### config.mk
export PLATFORM = sky130hd
export DESIGN_NAME = aidc_lite_ahb_arbiter
export DESIGN_NICKNAME = d
export VERILOG_FILES = /design/src/rtl/ahb_pkg.sv /design/src/rtl/aidc_lite_ahb_arbiter_pkg.sv /design/src/rtl/aidc_lite_arb_pick.sv /design/src/rtl/aidc_lite_ahb_arbiter.sv
export SDC_FILE = /design/constraint.sdc
export NUM_CORES = 1
export LEC_CHECK = 0
export ABC_AREA = 1
export BUFFER_PORTS_ARGS = -buffer_cell sky130_fd_sc_hd__buf_2
export CAP_MARGIN = 20
export CORE_MARGIN = 2
export CORE_UTILIZATION = 50
export CTS_BUF_LIST = sky130_fd_sc_hd__clkbuf_8 sky130_fd_sc_hd__clkbuf_16
export CTS_CLUSTER_DIAMETER = 40
export DETAILED_ROUTE_END_ITERATION = 7
export HOLD_SLACK_MARGIN = 0.03
export PLACE_DENSITY = 0.73
export SETUP_SLACK_MARGIN = 0.15
export SLEW_MARGIN = 20
export SYNTH_ARGS = -nofsm -noshare
export SYNTH_HDL_FRONTEND = slang
export SYNTH_SLANG_ARGS = --single-unit
### constraint.sdc
create_clock -name clk -period 1.6 [get_ports clk]
set_input_delay 0.24 -clock clk [delete_from_list [all_inputs] [get_ports clk]]
set_output_delay 0.24 -clock clk [all_outputs]
set_load 0.03 [all_outputs]
### src/rtl/ahb_pkg.sv
// AHB transfer-type encodings used by every block that observes HTRANS.
package ahb_pkg;
  localparam logic [1:0] HTRANS_IDLE   = 2'b00;
  localparam logic [1:0] HTRANS_BUSY   = 2'b01;
  localparam logic [1:0] HTRANS_NONSEQ = 2'b10;
  localparam logic [1:0] HTRANS_SEQ    = 2'b11;
endpackage

### src/rtl/aidc_lite_ahb_arbiter_pkg.sv
// AIDC-Lite arbiter types: ownership FSM states.
package aidc_lite_ahb_arbiter_pkg;
  typedef enum logic [1:0] {
    S_PARK  = 2'd0,
    S_WAIT  = 2'd1,
    S_BURST = 2'd2
  } arb_state_t;
endpackage

### src/rtl/aidc_lite_arb_pick.sv
// Combinational winner select over the request mask.
// AIDC_LITE_ARB_RR_EN: round-robin starting after i_last_w; otherwise lowest index wins.
module aidc_lite_arb_pick #(
  parameter int NUM_MST = 2,
  parameter int MW      = $clog2(NUM_MST)
) (
  input  logic [NUM_MST-1:0] i_req,
  input  logic [MW-1:0]      i_last_w,
  output logic [MW-1:0]      o_winner,
  output logic               o_any_req
);
  assign o_any_req = |i_req;

`ifdef AIDC_LITE_ARB_RR_EN
  // Smallest rotational distance from last_w+1 wins.
  always_comb begin
    int dist;
    int best;
    o_winner = '0;
    dist     = 0;
    best     = NUM_MST;
    for (int j = 0; j < NUM_MST; j++) begin
      dist = (j + NUM_MST - 1 - int'(i_last_w)) % NUM_MST;
      if (i_req[j] && (dist < best)) begin
        best     = dist;
        o_winner = MW'(j);
      end
    end
  end
`else
  logic w_unused_last_w;
  assign w_unused_last_w = ^i_last_w;

  always_comb begin
    o_winner = '0;
    for (int i = NUM_MST - 1; i >= 0; i--) begin
      if (i_req[i]) o_winner = MW'(i);
    end
  end
`endif
endmodule

### src/rtl/aidc_lite_ahb_arbiter.sv
// AHB2 arbiter for the shared memory slave; hands over only at INCR burst boundaries.
// AIDC_LITE_ARB_RR_EN selects round-robin arbitration (default: fixed priority).
module aidc_lite_ahb_arbiter
  import ahb_pkg::*;
  import aidc_lite_ahb_arbiter_pkg::*;
#(
  parameter int NUM_MST   = 2,
  parameter int BURST_LEN = 16,
  parameter int WAIT_MAX  = 15
) (
  input  logic                       clk,
  input  logic                       rst,
  input  logic [NUM_MST-1:0]         hbusreq_i,
  input  logic [1:0]                 htrans_i,
  input  logic                       hready_i,
  output logic [NUM_MST-1:0]         hgrant_o,
  output logic [$clog2(NUM_MST)-1:0] hmaster_o,
  output logic [$clog2(NUM_MST)-1:0] hmaster_data_o,
  output logic                       busy_o
);
  localparam int MW = $clog2(NUM_MST);
  localparam int BW = $clog2(BURST_LEN) + 1;
  localparam int WW = $clog2(WAIT_MAX + 1);

  arb_state_t         r_state, w_state_nxt;
  logic [NUM_MST-1:0] r_grant;
  logic [MW-1:0]      r_master, w_master_nxt, r_master_data;
  logic [BW-1:0]      r_beat_cnt, w_beat_nxt;
  logic [WW-1:0]      r_wait_cnt, w_wait_nxt;
  logic [MW-1:0]      w_winner, w_last_w;
  logic               w_any_req, w_take, w_park, w_end;

`ifdef AIDC_LITE_ARB_RR_EN
  logic [MW-1:0] r_last_w;
  always_ff @(posedge clk or posedge rst) begin
    if (rst)         r_last_w <= '0;
    else if (w_take) r_last_w <= w_winner;
  end
  assign w_last_w = r_last_w;
`else
  assign w_last_w = '0;
`endif

  aidc_lite_arb_pick #(.NUM_MST(NUM_MST), .MW(MW)) u_pick (
    .i_req     (hbusreq_i),
    .i_last_w  (w_last_w),
    .o_winner  (w_winner),
    .o_any_req (w_any_req)
  );

  always_comb begin
    w_state_nxt  = r_state;
    w_master_nxt = r_master;
    w_beat_nxt   = r_beat_cnt;
    w_wait_nxt   = r_wait_cnt;
    w_take       = 1'b0;
    w_park       = 1'b0;
    w_end        = 1'b0;
    case (r_state)
      S_PARK: w_take = w_any_req && hready_i;
      S_WAIT: begin
        // Timeout runs on raw cycles so a stalled bus cannot hold a dead grant.
        if (hready_i && (htrans_i == HTRANS_NONSEQ)) begin
          w_state_nxt = S_BURST;
          w_beat_nxt  = BW'(1);
        end else if (r_wait_cnt == WW'(WAIT_MAX)) begin
          w_park = 1'b1;
        end else begin
          w_wait_nxt = r_wait_cnt + WW'(1);
        end
      end
      S_BURST: begin
        if (hready_i) begin
          case (htrans_i)
            HTRANS_SEQ: begin
              if (r_beat_cnt == BW'(BURST_LEN - 1)) w_end = 1'b1;
              else                                  w_beat_nxt = r_beat_cnt + BW'(1);
            end
            HTRANS_BUSY: ;
            default: w_end = 1'b1;
          endcase
        end
        if (w_end) begin
          w_take = w_any_req;
          w_park = !w_any_req;
        end
      end
      default: w_park = 1'b1;
    endcase
    if (w_take) begin
      w_state_nxt  = S_WAIT;
      w_master_nxt = w_winner;
      w_beat_nxt   = '0;
      w_wait_nxt   = '0;
    end
    if (w_park) begin
      w_state_nxt  = S_PARK;
      w_master_nxt = '0;
    end
  end

  always_ff @(posedge clk or posedge rst) begin
    if (rst) begin
      r_state       <= S_PARK;
      r_grant       <= NUM_MST'(1);
      r_master      <= '0;
      r_master_data <= '0;
      r_beat_cnt    <= '0;
      r_wait_cnt    <= '0;
    end else begin
      r_state    <= w_state_nxt;
      r_grant    <= NUM_MST'(1) << w_master_nxt;
      r_master   <= w_master_nxt;
      r_beat_cnt <= w_beat_nxt;
      r_wait_cnt <= w_wait_nxt;
      if (hready_i) r_master_data <= r_master;
    end
  end

  assign hgrant_o       = r_grant;
  assign hmaster_o      = r_master;
  assign hmaster_data_o = r_master_data;
  assign busy_o         = (r_state != S_PARK);
endmodule
Word-level counts from Yosys, hierarchy flattened
Index checks and enable logic that the tools add are counted.
{"block": "word_totals", "regBits": 15, "latch_bits": 0, "ram_bits": 0, "mem_bits_ro": 0, "input_bits": 7, "output_inout_bits": 5, "word_cells": 63, "memories": 0}
{"block": "classes", "addsub": 2, "mul": 0, "div_mod_pow": 0, "magnitude_cmp": 0, "n_eq_ne": 13, "shift": 1, "muxes": 28, "n_bitwise": 0, "n_reduce_logical": 13}
{"operator": "2-to-1 mux 5 bit", "n": 5}
{"operator": "2-to-1 mux 4 bit", "n": 4}
{"operator": "2-to-1 mux 1 bit", "n": 11}
{"operator": "one-hot mux 5 bit (2 select lines)", "n": 1}
{"operator": "inequality test 3 bit (second input constant)", "n": 3}
{"operator": "nonzero test 3 bit", "n": 3}
{"operator": "2-to-1 mux 2 bit", "n": 4}
{"operator": "equality test 2 bit (second input constant)", "n": 3}
{"operator": "adder 5 x 1 -> 5 bit (second input constant)", "n": 1}
{"operator": "equality test 5 x 4 -> 1 bit (second input constant)", "n": 1}
{"operator": "AND reduction 5 bit", "n": 1}
{"operator": "adder 4 x 1 -> 4 bit (second input constant)", "n": 1}
{"operator": "equality test 2 x 1 -> 1 bit (second input constant)", "n": 2}
{"operator": "equality test 4 bit (second input constant)", "n": 1}
{"operator": "inequality test 2 bit (second input constant)", "n": 2}
{"operator": "one-hot mux 1 bit (2 select lines)", "n": 2}
{"operator": "nonzero test 2 bit", "n": 2}
{"operator": "inequality test 3 x 2 -> 1 bit (second input constant)", "n": 1}
{"operator": "one-hot mux 1 bit (3 select lines)", "n": 1}
{"operator": "AND reduction 3 bit", "n": 1}
{"operator": "logical AND 1 bit", "n": 2}
{"operator": "zero test 2 bit", "n": 1}
{"operator": "AND reduction 2 bit", "n": 1}
{"operator": "OR reduction 2 bit", "n": 1}
{"operator": "2 further kinds", "n": 2}

Longest topological paths before layout
Gate-level depths: netlist (run 1).
{"block": "depth", "depth_word": 10, "ltp_mapped": 12, "ltp_nobuf": 12}

Modules after synthesis
Synthesis (run 1) repeated with hierarchy kept, for this count alone.
{"block": "hier_totals", "cells_unflattened": 118, "area_unflattened_um2": 877.1}
{"module": "aidc_lite_ahb_arbiter", "n_inst": 1, "cells_each": 114, "area_each_um2": 862.1, "seq_area_each_um2": 351.6}
{"module": "aidc_lite_arb_pick", "n_inst": 1, "cells_each": 4, "area_each_um2": 15.0, "seq_area_each_um2": 0.0}

Worst setup path before layout (run 1)
Ideal clock, no wire load.
{"block": "synth_path", "kind": "register to register", "startpoint": "reg r_beat_cnt[0]", "endpoint": "reg r_wait_cnt[3]", "setup_time_ns": 0.116, "t_arrival_ns": 1.429, "required_ns": 1.484, "setup_slack_ns": 0.054, "stages_incl_launch_ff": 13, "n_path_buf": 0, "synth_period_minus_slack_ns": 1.546, "path_cell_list": "dfrtp_1 ha_1 nand2_1 nor2_1 ha_1 nand2_1 nand2_1 nand3_1 nand2_2 nand2_4 nand2_4 nand2_1 nand2_1"}
{"block": "synth_via", "elab_chain_cells": 9, "elab_cells_between_ends": 12, "classes_between": "eq/ne (3); mux (7); reduce/logical (2)"}
{"element": "start, declared", "line_no": "aidc_lite_ahb_arbiter.sv:28", "text": "logic [BW-1:0] r_beat_cnt, w_beat_nxt;"}
{"element": "start signal, assigned", "line_no": "aidc_lite_ahb_arbiter.sv:114", "text": "r_beat_cnt <= w_beat_nxt;"}
{"element": "equality test 5 x 4 -> 1 bit (*)", "line_no": "aidc_lite_ahb_arbiter.sv:76", "text": "if (r_beat_cnt == BW'(BURST_LEN - 1)) w_end = 1'b1;"}
{"element": "2-to-1 mux 1 bit (*)", "line_no": "aidc_lite_ahb_arbiter.sv:76"}
{"element": "one-hot mux 1 bit (2 select lines) (*)", "line_no": "aidc_lite_ahb_arbiter.sv:74", "text": "case (htrans_i)"}
{"element": "2-to-1 mux 1 bit (*)", "line_no": "aidc_lite_ahb_arbiter.sv:73", "text": "if (hready_i) begin"}
{"element": "2-to-1 mux 1 bit (*)", "line_no": "aidc_lite_ahb_arbiter.sv:59", "text": "case (r_state)"}
{"element": "2-to-1 mux 1 bit (*)", "line_no": "aidc_lite_ahb_arbiter.sv:83", "text": "if (w_end) begin"}
{"element": "one-hot mux 1 bit (2 select lines) (*)", "line_no": "aidc_lite_ahb_arbiter.sv:59"}
{"element": "inequality test 2 bit (no line) or nonzero test 2 bit (tied branches)"}
{"element": "AND reduction 3 bit (no line)"}
{"element": "end signal, assigned", "line_no": "aidc_lite_ahb_arbiter.sv:115", "text": "r_wait_cnt <= w_wait_nxt;"}
{"element": "end, declared", "line_no": "aidc_lite_ahb_arbiter.sv:29", "text": "logic [WW-1:0] r_wait_cnt, w_wait_nxt;"}
Mark *: on every way between the ends. The rest lies on a longest branch, timed or not. The select of a mux whose other input is x is not followed.
A chain may end at the register's enable or synchronous reset.

Final worst setup path (run 1)
{"block": "layout_path", "startpoint": "reg r_beat_cnt[1]", "endpoint": "reg r_state[1]"}
{"block": "layout_via", "elab_chain_cells": 9, "elab_cells_between_ends": 14, "classes_between": "eq/ne (1); mux (10); reduce/logical (3)"}
{"element": "equality test 5 x 4 -> 1 bit (*)", "line_no": "aidc_lite_ahb_arbiter.sv:76"}
{"element": "2-to-1 mux 1 bit (*)", "line_no": "aidc_lite_ahb_arbiter.sv:76"}
{"element": "one-hot mux 1 bit (2 select lines) (*)", "line_no": "aidc_lite_ahb_arbiter.sv:74"}
{"element": "2-to-1 mux 1 bit (*)", "line_no": "aidc_lite_ahb_arbiter.sv:73"}
{"element": "2-to-1 mux 1 bit (*)", "line_no": "aidc_lite_ahb_arbiter.sv:59"}
{"element": "2-to-1 mux 1 bit", "line_no": "aidc_lite_ahb_arbiter.sv:83"}
{"element": "one-hot mux 1 bit (3 select lines) or one-hot mux 1 bit (2 select lines) (tied branches)", "line_no": "aidc_lite_ahb_arbiter.sv:59"}
{"element": "nonzero test 3 bit (no line) or 2-to-1 mux 2 bit (tied branches)"}
{"element": "AND reduction 2 bit (no line) or 2-to-1 mux 2 bit (tied branches)"}
{"element": "end signal, assigned", "line_no": "aidc_lite_ahb_arbiter.sv:111", "text": "r_state <= w_state_nxt;"}
{"element": "end, declared", "line_no": "aidc_lite_ahb_arbiter.sv:25", "text": "arb_state_t r_state, w_state_nxt;"}
Marked as above.

==> results.json, run 1 <==
{
  "dieArea_um2": 2140,
  "ys_ff_latch": 14,
  "worst_pin_slew_ps": 540,
  "clock_path_buffers": 2,
  "synth_adder_area_share": 0.0420,
  "yosysSeqAreaShare": 0.393,
  "drtPass1Iterations": 4,
  "layout.nets": 147,
  "drive_gt1_frac": 0.426,
  "final.setup.tns_ps": 0,
  "fmax_mhz": 637,
  "final_area_um2": 1120,
  "worstPathArrival_ps": 1700,
  "syn_area_um2": 895,
  "grt_pass1_wl_um": 3120,
  "slew_viol_final": 0,
  "antenna_found_initial": 0,
  "dpl.hpwl_um": 1370,
  "dieHeight_um": 46.3,
  "cts_tree": "yes",
  "synth_xor_area_frac": 0.00979,
  "yosys.area.top_type_share": 0.364,
  "fp.dieW_um": 46.3,
  "crit_fanout": 3,
  "r2r_cells": 10,
  "clock_skew_ps": 2.20,
  "finalNonFillerCells": 161,
  "cts-buffers-inserted": 3,
  "num_vias": 833,
  "fp.coreArea_um2": 1710,
  "placed_cell_area_um2": 992,
  "ys.flop_type": "dfrtp_1",
  "cts.clk_slew.worst_paths_ps": 60,
  "clk_latency_ps": 240,
  "postCtsHoldBufs": 0,
  "outcome": "completed",
  "grt_max_degree": 15,
  "syn-instance-count": 118,
  "yosysUniqueCellTypes": 24,
  "cts-htree-levels": 1,
  "cts_root_buf": "clkbuf_8",
  "min_period_over_period": 0.982,
  "r2r-end": "r_state[1]",
  "syn-num-nets": 128,
  "yosysMostFrequentCell": "nand2_1",
  "muxShareOfSynthArea": 0.0126,
  "path_class": "flop to flop",
  "synth-simple-area-share": 0.408,
  "ir_worst_vdd_uv": 1180,
  "dp_cells": 155,
  "r2r_setup_slack_ps": 30,
  "ioPinCount": 12,
  "initial_core_util": 0.524,
  "antenna_left": 0,
  "vias_per_cell": 5.17,
  "synthArstFlopShare": 1.00,
  "leakagePower_nw": 0.557,
  "gp_congestion": 0.882,
  "rsz0062_at_grt": "true",
  "groute.usage.overall": 0.204,
  "fin_crit_ps": 1570,
  "drv_cap": 0,
  "power_density_nw_per_um2": 1540,
  "route.detailed.drc": 0,
  "drt_iter0_markers": 21,
  "yosys.area.top_type": "dfrtp_1",
  "synth_top_family_by_area": "simple AND/OR/NAND/NOR gates",
  "r2r-start": "r_beat_cnt[1]",
  "syn_avg_cell_area_um2": 7.58,
  "crit_path_start": "r_beat_cnt[1]",
  "rows": 15,
  "cts.sinks": 14,
  "routedWlPerCell_um": 11.8,
  "setup_viol": 0,
  "yosysWarnings": 0,
  "grt_pass1_vias": 748,
  "io_buffers": 11,
  "synth_enable_flop_cells": 0,
  "hold_violations": 0,
  "grt_overflow": 0,
  "area_delta_synth_final_pct": 25.6,
  "synth_compound_area_frac": 0.0462,
  "synth_area_leaders": "dfrtp_1 (36%), nand2_1 (13%), nand4_1 (5.6%), nor2_1 (5.5%), nand3_1 (5.0%)",
  "ys_top_cells_by_count": "nand2_1 (32), dfrtp_1 (13), nor2_1 (13)",
  "cp.required_ps": 1730,
  "antenna_cells": 0,
  "crit_path_end_kind": "flop",
  "worst_hold_slack_ps": 27.2,
  "finalWirelength_um": 1900,
  "hold_path.class": "input pin to async pin",
  "slew_headroom": 0.640,
  "crit_path_start_kind": "flop"
}
## metrics by stage
| stage | power, mW | worst slack [ps] | util |
|---|---|---|---|
| 2_1_floorplan | 1.14 | 97.9 | - |
| 3_3_place_gp | 1.29 | 58.4 | 0.581 |
| 3_5_place_dp | 1.31 | 6.57 | 0.581 |
| 4_1_cts | 1.67 | 28.4 | 0.627 |
| 5_1_grt | 1.86 | -88.8 | 0.658 |
| 6_report | 1.73 | 29.4 | 0.658 |
## flip-flops by register name (all words and copies together) (netlist names)
| register | cells |
|---|---|
| r_beat_cnt | 5 |
| hmaster_data_o | 1 |
| hgrant_o | 2 |
| r_state | 2 |
| r_wait_cnt | 4 |
## critical path, cell delays in order (launching register included)
cell	delay, ps
dfrtp_1	360
ha_2	190
nand2_2	60
nor2_2	80
ha_2	180
nand2_2	60
nand2_2	60
nand3_2	90
nor2_1	150
nor2_2	70
and2_1	160
## kinds of logic (layout without fill, tap and decap cells)
logic type / after synthesis / count (layout)
buffers and inverters: 18 / 35
xor gates and xnor gates: 1 / 1
muxes: 1 / 1
AOI/OAI and AO/OA: 7 / 7
and+or+nand+nor: 74 / 75
DFF: 14 / 14
adders and majority gates: 3 / 3
## what timing repair did
action                                 in CTS  in global routing
pin swaps                                   7                 11
gates resized for setup                     4                 16
cloned                                      1                  0
endpoints found under the hold margin       0                  0
setup buffers                               0                  1
setup endpoints to repair                  13                 13
## layer usage
layer,track usage,vias up,share of wire
li1,-,416,-
met1,0.292,391,0.46
met2,0.317,24,0.50
met3,0.0235,2,0.038
met4,0.0686,0,0.0042
met5,0,-,0
## worst max-delay path by stage
stage                                to  slack, ps  cells after the start
after floorplan           r_wait_cnt[3]        100                     12
after global placement    r_wait_cnt[3]         60                     12
after detailed placement  r_wait_cnt[3]          7                     12
after CTS                 r_beat_cnt[4]         30                     12
after global routing      r_wait_cnt[3]        -90                     11
final                        r_state[1]         30                     10
## layout make-up
| type | instances | area, um^2 |
|---|---|---|
| Inverter | 16 | 60.1 |
| Timing Repair Buffer | 15 | 85.1 |
| Clock buffer | 4 | 55.1 |
| Multi-Input combinational cell | 87 | 541 |
| Sequential cell | 14 | 352 |
| Fill cell | 155 | 584 |
| Tap cell | 25 | 31.3 |
## power by group
| part | internal, mW | switching, mW |
|---|---|---|
| sequential | 0.470 | 0.0824 |
| combinational | 0.280 | 0.562 |
| clock | 0.218 | 0.123 |
| total | 0.968 | 0.767 |
## placed cells by master, fill, tap and decap left out, types with 5 or more instances in the layout
master	netlist	layout
buf_2	0	11
dfrtp_1	13	13
inv_1	10	9
inv_2	6	7
nand2_1	32	23
nand2_2	3	11
nand2_4	3	5
nand3_1	9	5
nand4_1	8	8
nor2_1	13	11
Power figures use the tool's default switching activity.
==> run 2, diff against run 1 <==
- PLACE_DENSITY: 0.73 -> 0.81
==> run 2 against run 1 <==
First-iteration DRC count rose by 52%; global-route usage rose by 1.6 points; critical path depth did not move; critical endpoint unchanged; clock skew barely moved; largest power group unchanged; clock-buffer cell count did not move; total power fell by 0.28%; sequential share of layout area rose by 0.57 points; highest routed layer unchanged; hold slack got worse by 4.8 ps; worst setup slack got worse by 26 ps.
==> results.json, run 2 (synthesis results as in run 1) <==
{
  "outcome": "completed",
  "min_period_over_period": 0.998,
  "cts-htree-levels": 1,
  "cts-buffers-inserted": 3,
  "r2r-start": "r_beat_cnt[1]",
  "r2r_cells": 10,
  "path_class": "flop to flop",
  "rows": 15,
  "clk_latency_ps": 250,
  "setup_viol": 0,
  "num_vias": 850,
  "power_density_nw_per_um2": 1570,
  "final.setup.tns_ps": 0,
  "rsz0062_at_grt": "true",
  "fp.dieW_um": 46.3,
  "postCtsSetupBuffers": 0,
  "io_buffers": 11,
  "grt_max_degree": 15,
  "dr_wl_met3_um": 125,
  "dieArea_um2": 2140,
  "antenna_left": 0,
  "slew_headroom": 0.638,
  "drv_cap": 0,
  "drt_iter0_markers": 32,
  "grt_overflow": 0,
  "dpl.hpwl_um": 1360,
  "ioPinCount": 12,
  "cts.clk_slew.worst_paths_ps": 60,
  "fmax_mhz": 626,
  "finalWirelength_um": 1870,
  "cts_tree": "yes",
  "fillers": 145,
  "m1WireLength_um": 808,
  "maxUsedRoutingLayer": "met4",
  "cts_root_buf": "clkbuf_8",
  "worstPathArrival_ps": 1730,
  "drive_gt1_frac": 0.381,
  "area_delta_synth_final_pct": 23.4,
  "ir_worst_vdd_uv": 1320,
  "worst_pin_slew_ps": 542,
  "postCtsHoldBufs": 0,
  "cp.required_ps": 1740,
  "grt_pass1_vias": 791,
  "power_mw": 1.73,
  "r2r_setup_slack_ps": 3,
  "antenna_found_initial": 0,
  "drtPass1Iterations": 5,
  "clock_skew_ps": 2.17,
  "final_cell_mix": "nand2_1 (26), dfrtp_1 (13), nor2_1 (11), buf_2 (11), inv_1 (10)",
  "antenna_cells": 0,
  "hold_violations": 0,
  "reg_top3": "r_beat_cnt: 5 flops, r_wait_cnt: 4 flops",
  "hold_path.class": "input pin to async pin",
  "layout.nets": 145,
  "crit_path_end_kind": "flop",
  "routedWlPerCell_um": 11.8,
  "worst_hold_slack_ps": 22.4,
  "crit_path_start_kind": "flop",
  "cts.sinks": 14,
  "dieHeight_um": 46.3,
  "slew_viol_final": 0,
  "crit_fanout": 3,
  "fin_crit_ps": 1600,
  "regMostFlops": "r_beat_cnt",
  "largest_reg_flops": 5,
  "r2r-end": "r_state[1]",
  "initial_core_util": 0.524,
  "vias_per_cell": 5.35,
  "clock_path_buffers": 2,
  "leakagePower_nw": 0.547,
  "fp.coreArea_um2": 1710,
  "groute.usage.overall": 0.219,
  "grt_pass1_wl_um": 3310,
  "utilization": 0.646,
  "gp_congestion": 0.844,
  "dr_wl_met2_um": 901,
  "final_common_cell": "nand2_1",
  "route.detailed.drc": 0
}
==> run 2: changes by cell type in the layout (fill, tap and decap cells not counted) <==
cell,previous run,this run
inv_2,7,6
nand3_1,5,6
buf_4,4,2
nand2_2,11,8
nand2_1,23,26
nand3_4,0,1
nand3_2,4,2
inv_1,9,10
==> run 2: area by class of cell <==
type                       count  area (um^2)  area share
multi-input combinational     87          536       0.485
sequential                    14          352       0.319
timing repair buffer          13         70.1      0.0635
inverter                      16         60.1      0.0544
clock buffer                   4         55.1      0.0499
tap                           25         31.3      0.0283
==> run 2: timing repair <==
action	4_1_cts	5_1_grt
setup endpoints to repair	13	13
pin swaps	8	15
resized for setup	10	6
gates cloned	1	0
==> run 2: worst max-delay path by stage <==
stage | startpoint | to | slack, ps | cells after the start
after global routing | r_beat_cnt[1] | r_state[1] | -80 | 10
after CTS | r_beat_cnt[1] | r_state[1] | -10 | 10
after global placement | r_beat_cnt[1] | r_wait_cnt[3] | 30 | 12
after floorplan | r_beat_cnt[0] | r_wait_cnt[3] | 100 | 12
after detailed placement | r_beat_cnt[1] | r_wait_cnt[3] | -9 | 12
final | r_beat_cnt[1] | r_state[1] | 3 | 10
==> run 2: per-stage QoR <==
| stage | area (um^2) | setup WS, ps | cells |
|---|---|---|---|
| floorplan | 902 | 97.9 | 118 |
| global placement | 985 | 33.6 | 154 |
| detailed placement | 985 | -9.23 | 154 |
| CTS | 1080 | -12.5 | 159 |
| global route | 1100 | -85.0 | 159 |
| finish | 1100 | 3.04 | 159 |
==> run 2: metal layers <==
metal,global-route usage,vias to the layer above
li1,-,414
met1,0.275,392
met2,0.364,39
met3,0.0235,5
met4,0.120,0
met5,0,-
==> run 2: power by group <==
part	switching, mW	internal [mW]
Combinational	0.552	0.275
Clock	0.131	0.218
Sequential	0.0837	0.470
Total	0.767	0.963
==> run 2: worst max-delay path, stage by stage (launching register included) <==
cell     delay (ps)
dfrtp_1         350
ha_2            190
nand2_2          60
nor2_2           90
ha_2            190
nand2_2          50
nand2_2          80
nand4_1         140
nand2_2         150
a21oi_2          40
and2_1          140
==> run 3, diff against run 2 <==
- CORE_UTILIZATION: 50 -> 30
- PLACE_DENSITY: 0.81 -> 0.56
==> run 3 against run 2 <==
Maximum frequency is 0.88% higher; hold slack improved by 7.7 ps; wire length increased by 2.9%; first-iteration DRC count up 3.1%; highest routed layer unchanged; sequential cell count unchanged; clock power down 17%; clock skew is 2.6 ps higher; cell area is 1.0% higher; die area rose by 60%; largest power group unchanged; cell count up 6.3%; global-route usage decreased by 9.4 points.
==> results.json, run 3 (synthesis results as in run 1) <==
{
  "path_class": "flop to flop",
  "layout.nets": 149,
  "placed_cell_area_um2": 1000,
  "cts-buffers-inserted": 3,
  "power_density_nw_per_um2": 1470,
  "antenna_cells": 0,
  "ioPinCount": 12,
  "dpl.hpwl_um": 1430,
  "hold_violations": 0,
  "final_area_um2": 1110,
  "r2r_cells": 11,
  "fillers": 304,
  "fp.dieW_um": 58.6,
  "worstPathArrival_ps": 1710,
  "power_frac_comb": 0.484,
  "grt_pass1_wl_um": 3220,
  "final.setup.tns_ps": 0,
  "final-seq-area_um2": 352,
  "rsz0062_at_grt": "true",
  "worst_pin_slew_ps": 549,
  "clock_path_buffers": 2,
  "cts.clk_slew.worst_paths_ps": 60,
  "grt_max_degree": 15,
  "r2r_setup_slack_ps": 20,
  "largest_reg_flops": 5,
  "groute.usage.overall": 0.125,
  "dieArea_um2": 3430,
  "rows": 19,
  "io_buffers": 11,
  "r2r-start": "r_beat_cnt[0]",
  "route.detailed.drc": 0,
  "slew_viol_final": 0,
  "leakagePower_nw": 0.562,
  "min_period_over_period": 0.989,
  "grt_util_met3": 0.0198,
  "busiest_layer": "met2",
  "slew_headroom": 0.634,
  "cts_root_buf": "clkbuf_8",
  "crit_path_start_kind": "flop",
  "cts.sinks": 14,
  "crit_path_end_kind": "flop",
  "initial_core_util": 0.319,
  "final_cell_mix": "nand2_1 (26), dfrtp_1 (13), inv_1 (11), nor2_1 (11), buf_2 (11)",
  "crit_fanout": 5,
  "antenna_left": 0,
  "gp_congestion": 0.792,
  "pwr-share-clk": 0.178,
  "clk_latency_ps": 240,
  "cp.required_ps": 1730,
  "fmax_mhz": 632,
  "reg_top3": "r_beat_cnt: 5 flops, r_wait_cnt: 4 flops",
  "grtUsageMet1": 0.170,
  "r2r-end": "r_wait_cnt[0]",
  "dp_cells": 161,
  "antenna_found_initial": 0,
  "fin_crit_ps": 1580,
  "multi_input_area_um2": 519,
  "finalWirelength_um": 1930,
  "fp.coreArea_um2": 2810,
  "drv_cap": 0,
  "ir_worst_vdd_uv": 415,
  "final_common_cell": "nand2_1",
  "drive_gt1_frac": 0.384,
  "drt_iter0_markers": 33,
  "finalNonFillerCells": 169,
  "drtPass1Iterations": 4,
  "utilization": 0.397,
  "grt_pass1_vias": 742,
  "outcome": "completed",
  "seqPwrFrac": 0.338,
  "routedWlPerCell_um": 11.4,
  "internal_power_mw": 0.900,
  "switching_power_mw": 0.734,
  "cts-htree-levels": 1,
  "clock_skew_ps": 4.74,
  "regMostFlops": "r_beat_cnt",
  "area_delta_synth_final_pct": 24.6,
  "grt_overflow": 0,
  "dieHeight_um": 58.6,
  "setup_viol": 0,
  "netSwitchingFraction": 0.449,
  "vias_per_cell": 4.85,
  "grt_use_met2": 0.191,
  "hold_path.class": "input pin to async pin",
  "cts_tree": "yes",
  "num_vias": 820
}
==> run 3: cell count changes in the layout (fill, tap and decap cells not counted), sizes merged <==
cell / previous run / this run
clkbuf: 4 / 3
inv: 16 / 17
buf: 13 / 17
==> run 3: power by group through the flow <==
stage                     clock network [mW]  registers (mW)  logic (mW)
after floorplan                            0           0.626       0.516
after global placement                     0           0.553       0.743
after detailed placement                   0           0.559       0.753
after CTS                              0.306           0.553       0.775
after global routing                   0.319           0.567       0.878
final                                  0.292           0.552       0.791
==> run 3: worst max-delay path: stages, from the launching register on <==
cell	delay, ps
dfrtp_1	370
ha_2	190
nand2_2	50
nor2_2	100
ha_2	190
nand2_2	50
nand2_2	60
nand3_2	90
nand2_4	110
nand2_2	100
nand3_1	80
o21ai_1	60
==> run 3: area by class of cell <==
type / count / area share
Timing Repair Buffer: 17 / 0.0898
Sequential cell: 14 / 0.315
Clock inverter: 1 / 0.00337
Tap cell: 31 / 0.0348
Inverter: 16 / 0.0539
Multi-Input combinational cell: 87 / 0.466
Clock buffer: 3 / 0.0370
==> run 3: what timing repair did <==
item                       4_1_cts  5_1_grt
gates resized for setup          2       11
gates cloned                     1        0
hold buffers                     0        0
pin swaps                        4        8
buffers inserted                 1        2
setup endpoints to repair       13       13
==> run 3: metal layers <==
layer	up-vias	wire length, um
li1	425	-
met2	11	918
met3	2	56
met4	0	10
met5	-	0
met1	382	940
==> run 3: worst max-delay path by stage <==
| stage | end | startpoint | cells after the start |
|---|---|---|---|
| 3_3_place_gp | r_beat_cnt[2] | r_beat_cnt[0] | 11 |
| 6_report | r_wait_cnt[0] | r_beat_cnt[0] | 11 |
| 5_1_grt | r_beat_cnt[4] | r_beat_cnt[0] | 12 |
| 2_1_floorplan | r_wait_cnt[3] | r_beat_cnt[0] | 12 |
| 3_5_place_dp | r_wait_cnt[3] | r_beat_cnt[1] | 12 |
| 4_1_cts | r_beat_cnt[1] | r_beat_cnt[1] | 12 |
==> run 3: metrics by stage <==
step	hold slack [ps]	setup slack, ps	power [mW]
2_1_floorplan	129	97.9	1.14
3_3_place_gp	323	40.4	1.30
3_5_place_dp	319	-4.49	1.31
4_1_cts	51.5	12.7	1.63
5_1_grt	80.9	-123	1.76
6_report	30.1	17.0	1.63
